`config.mk`:
```
export PLATFORM = sky130hd
export DESIGN_NAME = seg_scroll_ctrl
export DESIGN_NICKNAME = d
export VERILOG_FILES = /design/src/rtl/seg_pkg.sv /design/src/rtl/seg_hex_font.sv /design/src/rtl/seg_scroll_ctrl.sv
export SDC_FILE = /design/constraint.sdc
export NUM_CORES = 1
export LEC_CHECK = 0
export ABC_AREA = 1
export BUFFER_PORTS_ARGS = -buffer_cell sky130_fd_sc_hd__buf_2
export CORE_UTILIZATION = 52
export DETAILED_ROUTE_END_ITERATION = 6
export GPL_ROUTABILITY_DRIVEN = 0
export PLACE_DENSITY = 0.77
export SLEW_MARGIN = 30
export SYNTH_ARGS = -nofsm -noshare
export SYNTH_HDL_FRONTEND = slang
export SYNTH_HIERARCHICAL = 1
export SYNTH_SLANG_ARGS = --single-unit
```
`constraint.sdc`:
```
create_clock -name clk -period 3.1 [get_ports clk]
set_input_delay 0.31 -clock clk [delete_from_list [all_inputs] [get_ports clk]]
set_output_delay 0.31 -clock clk [all_outputs]
set_load 0.1 [all_outputs]
```
`src/rtl/seg_pkg.sv`:
```
// Shared types and the hex font used by the seven-segment scroll controller.
package seg_pkg;

  typedef enum logic [1:0] {
    SEG_STATIC = 2'd0,
    SEG_SCROLL = 2'd1,
    SEG_BLINK  = 2'd2
  } seg_mode_t;

  localparam logic [7:0] SEG_BLANK = 8'hFF;

  // Active-high {a,b,c,d,e,f,g,dp}; entry 0 sits in the least significant byte.
  localparam logic [15:0][7:0] SEG_FONT = {
    8'h8E, 8'h9E, 8'h7A, 8'h9C, 8'h3E, 8'hEE, 8'hF6, 8'hFE,
    8'hE0, 8'hBE, 8'hB6, 8'h66, 8'hF2, 8'hDA, 8'h60, 8'hFC
  };

  function automatic logic [7:0] seg_font(input logic [3:0] nib);
    return SEG_FONT[nib];
  endfunction

endpackage

```
`src/rtl/seg_hex_font.sv`:
```
// Combinational hex nibble to active-high segment pattern.
module seg_hex_font
  import seg_pkg::*;
(
  input  logic [3:0] nib_i,
  output logic [7:0] pat_o
);

  assign pat_o = seg_font(nib_i);

endmodule

```
`src/rtl/seg_scroll_ctrl.sv`:
```
// Multi-digit seven-segment driver: static, scrolling or blinking window over a hex message.
module seg_scroll_ctrl
  import seg_pkg::*;
#(
  parameter int NUM_DIGITS = 8,
  parameter int MSG_LEN    = 16,
  parameter int RATE_W     = 24
) (
  input  logic                       clk,
  input  logic                       rst,
  input  logic [1:0]                 mode,
  input  logic                       load,
  input  logic [4*MSG_LEN-1:0]       msg_data,
  input  logic [RATE_W-1:0]          rate,
  input  logic [NUM_DIGITS-1:0]      dp_mask,
  output logic [8*NUM_DIGITS-1:0]    o_seg,
  output logic [$clog2(MSG_LEN)-1:0] o_offset,
  output logic                       o_step,
  output logic                       o_wrap
);

  localparam int OFF_W = $clog2(MSG_LEN);
  localparam logic [OFF_W-1:0] LAST_OFF = OFF_W'(MSG_LEN - 1);
  localparam logic [OFF_W:0]   LEN_EXT  = (OFF_W + 1)'(MSG_LEN);

  logic [4*MSG_LEN-1:0]    msg_q, msg_d;
  logic [OFF_W-1:0]        offset_q, offset_d;
  logic [RATE_W-1:0]       cnt_q, cnt_d;
  logic                    phase_q, phase_d;
  logic [1:0]              mode_q;
  logic [8*NUM_DIGITS-1:0] seg_q, seg_d;
  logic                    step_q, step_d;
  logic                    wrap_q, wrap_d;

  logic scroll, paced, mode_chg;

  assign scroll   = (mode == SEG_SCROLL);
  assign paced    = scroll || (mode == SEG_BLINK);
  assign mode_chg = (mode != mode_q);

  // Load outranks everything; a mode change swallows the tick of that cycle.
  always_comb begin
    msg_d    = msg_q;
    offset_d = offset_q;
    cnt_d    = cnt_q;
    phase_d  = phase_q;
    step_d   = 1'b0;
    wrap_d   = 1'b0;
    if (load) begin
      msg_d    = msg_data;
      offset_d = '0;
      cnt_d    = '0;
      phase_d  = 1'b0;
    end else if (mode_chg || !paced) begin
      cnt_d = '0;
      if (mode_chg) phase_d = 1'b0;
    end else if (cnt_q == rate) begin
      cnt_d  = '0;
      step_d = 1'b1;
      if (scroll) begin
        if (offset_q == LAST_OFF) begin
          offset_d = '0;
          wrap_d   = 1'b1;
        end else begin
          offset_d = offset_q + OFF_W'(1);
        end
      end else begin
        phase_d = ~phase_q;
      end
    end else begin
      cnt_d = cnt_q + RATE_W'(1);
    end
  end

  for (genvar i = 0; i < NUM_DIGITS; i++) begin : g_digit
    logic [OFF_W:0]   sum;
    logic [OFF_W-1:0] idx;
    logic [7:0]       pat;

    // offset and i are both below MSG_LEN, so one conditional subtract is a full modulo.
    assign sum = {1'b0, offset_q} + (OFF_W + 1)'(i);
    assign idx = (sum >= LEN_EXT) ? OFF_W'(sum - LEN_EXT) : OFF_W'(sum);

    seg_hex_font u_font (
      .nib_i (msg_q[4*idx +: 4]),
      .pat_o (pat)
    );

    assign seg_d[8*i +: 8] = phase_q ? SEG_BLANK : ~(pat | {7'b0, dp_mask[i]});
  end

  always_ff @(posedge clk) begin
    if (rst) begin
      msg_q    <= '0;
      offset_q <= '0;
      cnt_q    <= '0;
      phase_q  <= 1'b0;
      mode_q   <= SEG_STATIC;
      seg_q    <= {NUM_DIGITS{SEG_BLANK}};
      step_q   <= 1'b0;
      wrap_q   <= 1'b0;
    end else begin
      msg_q    <= msg_d;
      offset_q <= offset_d;
      cnt_q    <= cnt_d;
      phase_q  <= phase_d;
      mode_q   <= mode;
      seg_q    <= seg_d;
      step_q   <= step_d;
      wrap_q   <= wrap_d;
    end
  end

  assign o_seg    = seg_q;
  assign o_offset = offset_q;
  assign o_step   = step_q;
  assign o_wrap   = wrap_q;

endmodule
```
Yosys cells after proc, flatten, opt, wreduce, memory -nomap -nowiden
Memories as Yosys holds them, arrays and structs flattened.
Cells that the tools add are included.

word-level totals
  memories kept = 8
  output and inout port bits = 70
  input bits = 101
  memory bits (read-only) = 1024
  flip-flop bits (word level) = 161

memories
  name             words  width  read ports  clocked after Yosys merged registers in  write ports  line           RTL
  (no name shown)  16     8      1           0                                        0            seg_pkg.sv:19  return SEG_FONT[nib];
  (no name shown)  16     8      1           0                                        0            seg_pkg.sv:19
  (no name shown)  16     8      1           0                                        0            seg_pkg.sv:19
  (no name shown)  16     8      1           0                                        0            seg_pkg.sv:19
  (no name shown)  16     8      1           0                                        0            seg_pkg.sv:19
  (no name shown)  16     8      1           0                                        0            seg_pkg.sv:19
  +2 memories      n/a    n/a    n/a         n/a                                      n/a          n/a

cells by class
  $add $sub $neg = 17
  shifts and indexed selects = 8
  magnitude comparators = 16
  muxes and demuxes = 23
  bitwise gates (word level) = 20
  reductions and logical operators = 11
  eq/ne operators = 7

operator list
  kind                   count
  $shiftx 64x7->4        8
  $mux 8                 8
  $not 8->8              8
  $or 8x1->8             8
  $lt 4x5->1 const B     8
  $mux 4                 9
  $ge 5x5->1 const B     7
  $sub 4x1->4 const B    8
  $add 24x1->24 const B  1
  $eq 24x24->1           1
  $add 4x3->5 const B    4
  $add 4x2->5 const B    2
  $mux 1                 6
  $reduce_and 3->1       2
  $add 4x1->5 const B    1
  $ge 4x5->1 const B     1
  $reduce_or 5->1        1
  $add 4x1->4 const B    1
  $eq 4x4->1 const B     1
  $not 1->1              4
  $reduce_or 2->1        2
  $reduce_or 4->1        1
  $reduce_or 3->1        1
  $eq 2x1->1 const B     1
  other kinds (7)        8

Longest topological paths before layout
  depth in word-level cells = 8
  depth in mapped cells = 20
  mapped depth without buffers = 17

Modules after synthesis
The synthesis kept the hierarchy.

modules (own cells, without submodules)
  module           area each (um^2)  instances  cells an instance
  seg_scroll_ctrl  8625.8            1          1330
  seg_hex_font     281.5             8          54

Worst setup path after synthesis
No wires, ideal clock.

  path kind = register -> register
  from = register offset_q[2], in the netlist o_offset[2]
  to = register seg_q[20], in the netlist o_seg[20]
  cell stages (with the launch flop) = 17
  setup time = 0.129 ns
  setup slack = -0.948 ns
  period minus slack after synthesis = 4.048 ns
  buffers on the path = 4
  data required time = 2.971 ns
  arrival time = 3.919 ns
  path through = dfxtp_1 > buf_4 > clkinv_1 > clkbuf_1 > ha_1 > clkbuf_1 > inv_1 > clkbuf_1 > nor2_1 > o31ai_1 > inv_1 > ha_1 > nand2_1 > o21ai_0 > nand2_1 > nand2_1 > nand2_1

on the way
  cells in the longest elaborated chain, start to end = 8

RTL lines
  item                                       line                    RTL
  start, declared                            seg_scroll_ctrl.sv:27   logic [OFF_W-1:0] offset_q, offset_d;
  start signal, assigned                     seg_scroll_ctrl.sv:104  offset_q <= offset_d;
  $add 4x2->5 (*)                            seg_scroll_ctrl.sv:81   assign sum = {1'b0, offset_q} + (OFF_W + 1)'(i);
  $sub 4x1->4 or $ge 5x5->1 (tied branches)  seg_scroll_ctrl.sv:82   assign idx = (sum >= LEN_EXT) ? OFF_W'(sum - LEN_EXT) : OFF_W'(sum);
  $mux 4 (*)                                 seg_scroll_ctrl.sv:82
  $shiftx 64x7->4 (*)                        seg_scroll_ctrl.sv:85   .nib_i (msg_q[4*idx +: 4]),
  $mem_v2 16x8 (*)                           n/a
  $mux 8 (not written as such) (*)           seg_pkg.sv:19
  named net g_digit[2].pat[4]                seg_scroll_ctrl.sv:78   logic [7:0] pat;
  $or 8x1->8 (*)                             seg_scroll_ctrl.sv:89   assign seg_d[8*i +: 8] = phase_q ? SEG_BLANK : ~(pat | {7'b0, dp_mask[i]});
  $not 8->8 (*)                              seg_scroll_ctrl.sv:89
  end signal, assigned                       seg_scroll_ctrl.sv:99   seg_q <= {NUM_DIGITS{SEG_BLANK}};
  end signal, assigned                       seg_scroll_ctrl.sv:108  seg_q <= seg_d;
  end, declared                              seg_scroll_ctrl.sv:31   logic [8*NUM_DIGITS-1:0] seg_q, seg_d;

The timed path passes the listed nets; every way through them passes the cells marked *. The select of a mux whose other input is x is not followed.
A chain may end at the register's enable or synchronous reset.

Final worst setup path
  from = register offset_q[1], in the netlist o_offset[1]
  to = register seg_q[12], in the netlist o_seg[12]

on the way
  cells in the longest elaborated chain, start to end = 8

RTL lines
  item                                       line
  $add 4x1->5 (*)                            seg_scroll_ctrl.sv:81
  $sub 4x1->4 or $ge 5x5->1 (tied branches)  seg_scroll_ctrl.sv:82
  $mux 4 (*)                                 seg_scroll_ctrl.sv:82
  $shiftx 64x7->4 (*)                        seg_scroll_ctrl.sv:85
  $mem_v2 16x8 (*)                           n/a
  $mux 8 (not written as such) (*)           seg_pkg.sv:19
  named net g_digit[1].pat[4]                seg_scroll_ctrl.sv:78
  $or 8x1->8 (*)                             seg_scroll_ctrl.sv:89
  $not 8->8 (*)                              seg_scroll_ctrl.sv:89

Marked as above.

==> key figures <==
Routing
  • Via density: 5.09
  • Post-route ant nets: 0
  • Routed vias: 11100
  • Initial drt markers: 963
  • Detailed Routing Iterations Pass 1: 6
  • Routed WL: 28.1 mm
  • Residual DRC: 0
  • Per-cell routed wire length: 12.9 um

Power and ir drop
  • Power Total: 6.08 mW
  • NetSw: 2.19 mW
  • Flop pwr share: 37.5%
  • Sw frac: 36.0%
  • Clk pwr share: 37.3%
  • Power per Cell Area: 483 nW/um^2
  • Power Internal: 3.89 mW
  • Peak supply drop: 333 uV
  • Comb pwr share: 25.2%
  • P_leak: 6.21 nW

Synth
  • Yosys top cell by area: dfxtp_1
  • Yosys warns: 6
  • #FFs+latches synth: 161
  • Async SR Flop Fraction: 0%
  • Mean Syn Cell Area: 6.17 um^2
  • Netlist cell types: 45
  • Synth top area cells: dfxtp_1 30%, nand2_1 22%, nor2_1 8.0%, ha_1 7.6%, o21ai_0 7.0%
  • Synth Flop Type: dfxtp_1
  • Area share of the largest cell type after synthesis: 29.6%
  • Count leader, synth: nand2_1
  • Number of synthesized flops with an enable pin: 0
  • Post-Syn Area: 10900 um^2
  • Post-synth top cells: 649 x nand2_1, 231 x nor2_1, 161 x dfxtp_1
  • Sequential area share after synthesis: 29.6%
  • Cell count after synthesis: 1762
  • Syn nets: 1929

Finish
  • Area Growth Syn to Fin: 15.6%
  • Antenna Diode Count: 0
  • Fin util: 61.7%
  • Fillers: 1908
  • # nets final: 2068
  • Share of cells above drive strength 1: 16.1%

Setup path
  • Crit Path Category: flop to flop
  • Largest fanout on the critical path: 36
  • Worst setup EP type: flop
  • Critical Path AT: 3.14 ns
  • Data required time of the worst path: 3.39 ns
  • CP Launch Type: flop

Placement
  • Hpwl dp: 21.1 mm
  • PortBufs: 170
  • Dpl ws: 0.254 ns

Clock network
  • Sink Count: 161
  • Clock transition at path regs: 0.07 ns
  • H-tree levels: 4
  • CTS tree: built
  • CTS Buf Count: 17
  • Cts hold-fix bufs: 0
  • Deepest clock path buffer count: 2
  • Worst-Skew Late Latency: 0.43 ns
  • Post-CTS Repair Setup Buffers: 0
  • CTS root buf: clkbuf_16

Timing
  • Skew final: 0.0132 ns
  • Number of failing hold endpoints at the final stage: 0
  • Peak Freq: 0.350 GHz
  • Final period util: 92.1%
  • Setup slack after layout: 0.246 ns
  • Slew margin rel.: 46.2%
  • Setup-failing EPs final: 0
  • Final Max Slew Viols: 0
  • Post-route minimum period: 2.85 ns
  • TNS Setup: 0 ns
  • Least-Margin Pin Slew: 0.807 ns

GRT
  • Largest net degree at the start of global routing: 70
  • Vias in the first global route: 9512
  • Initial antenna violation count: 0
  • GRT Total Usage: 26.0%
  • GRT overflow: 0
  • Global-route wire length before repair: 45.5 mm

Die
  • Die W: 147 um
  • Initial core utilization: 53.4%
  • Die area: 21500 um^2
  • Core ar.: 20400 um^2
  • Die height: 147 um
  • Rows: 52
  • IO Pins: 171

Hold path
  • Min-delay worst type: input port to flop

Outcome
  • Run status: completed

Job
  • Max-cap violations: 0
==> repair_timing <==
item	CTS	global route
resized for setup	0	4
setup endpoints to repair	0	4
endpoints found under the hold margin	0	0
==> power by group through the flow <==
stage,sequential [mW],clock (mW),combinational (mW)
floorplan,2.91,0,0.599
global placement,2.32,0,1.50
detailed placement,2.32,0,1.52
CTS,2.28,2.31,1.52
global route,2.29,2.40,1.66
finish,2.28,2.27,1.53
==> cell families after synthesis <==
kind of cell	count (synthesis)	synth area share (%)
AND/OR/NAND/NOR	1013	37.8
AO/OA/AOI/OAI	250	12.1
buffers and inverters	227	9.09
flip-flops	161	29.6
adder cells (fa/ha/maj)	66	7.59
XOR/XNOR	26	2.54
multiplexers	11	1.01
other	8	0.276
==> stage by stage <==
step | hold slack [ns] | cells | cell area [um^2]
CTS | 0.0551 | 2184 | 12600
global placement | 0.476 | 2152 | 11900
floorplan | 0.381 | 1762 | 10900
detailed placement | 0.489 | 2152 | 11900
finish | 0.0615 | 2184 | 12600
global route | 0.0759 | 2184 | 12600
==> placed cells by master, fill, tap and decap left out, types with 15 or more instances in the layout <==
cell	n
buf_4	30
buf_2	170
nand3_1	68
o21ai_1	52
dfxtp_1	158
o21ai_0	152
clkbuf_16	17
a21oi_1	22
nor3_1	15
ha_1	66
nand2_1	649
inv_2	16
nor2_1	229
inv_1	128
==> critical path, stage by stage (launching register included) <==
cell and delay [ns]:
dfxtp_4 0.35, buf_4 0.31, ha_1 0.32, xor2_4 0.15, o21ai_2 0.28, o21ai_0 0.15, o21ai_1 0.33, inv_1 0.17
ha_1 0.31, nand2_1 0.06, o21ai_0 0.11, nand2_1 0.07, nand2_1 0.07, nand2_1 0.05
==> layout make-up <==
| class | count | area, um^2 | area share, % |
|---|---|---|---|
| timing repair buffer | 202 | 1120 | 8.88 |
| tap | 270 | 338 | 2.69 |
| sequential | 161 | 3230 | 25.7 |
| clock buffer | 18 | 439 | 3.49 |
| multi-input combinational | 1374 | 6710 | 53.4 |
| clock inverter | 14 | 190 | 1.51 |
| inverter | 145 | 544 | 4.33 |
==> routing by layer <==
layer	up-vias	GRT usage, %	share of wire [%]
li1	5774	-	-
met1	4894	35.5	46
met2	413	40.5	44
met3	46	4.88	7.6
met4	0	9.64	2.2
met5	-	0	0
==> state kept, by name, indices dropped and copies added (netlist names) <==
name / count
o_offset: 4
o_step: 1
mode_q: 2
cnt_q: 24
o_wrap: 1
o_seg: 64
phase_q: 1
msg_q: 64
==> final timing paths <==
check                           cells after the start        start        end  slack [ns]
worst max-delay path                               13  o_offset[1]  o_seg[12]        0.25
worst min-delay path                                2   dp_mask[2]  o_seg[16]        0.06
worst max register to register                     13  o_offset[1]  o_seg[12]        0.25
worst min register to register                      2    cnt_q[23]  cnt_q[23]        0.50
No activity file was read; power rests on OpenSTA's default activity.
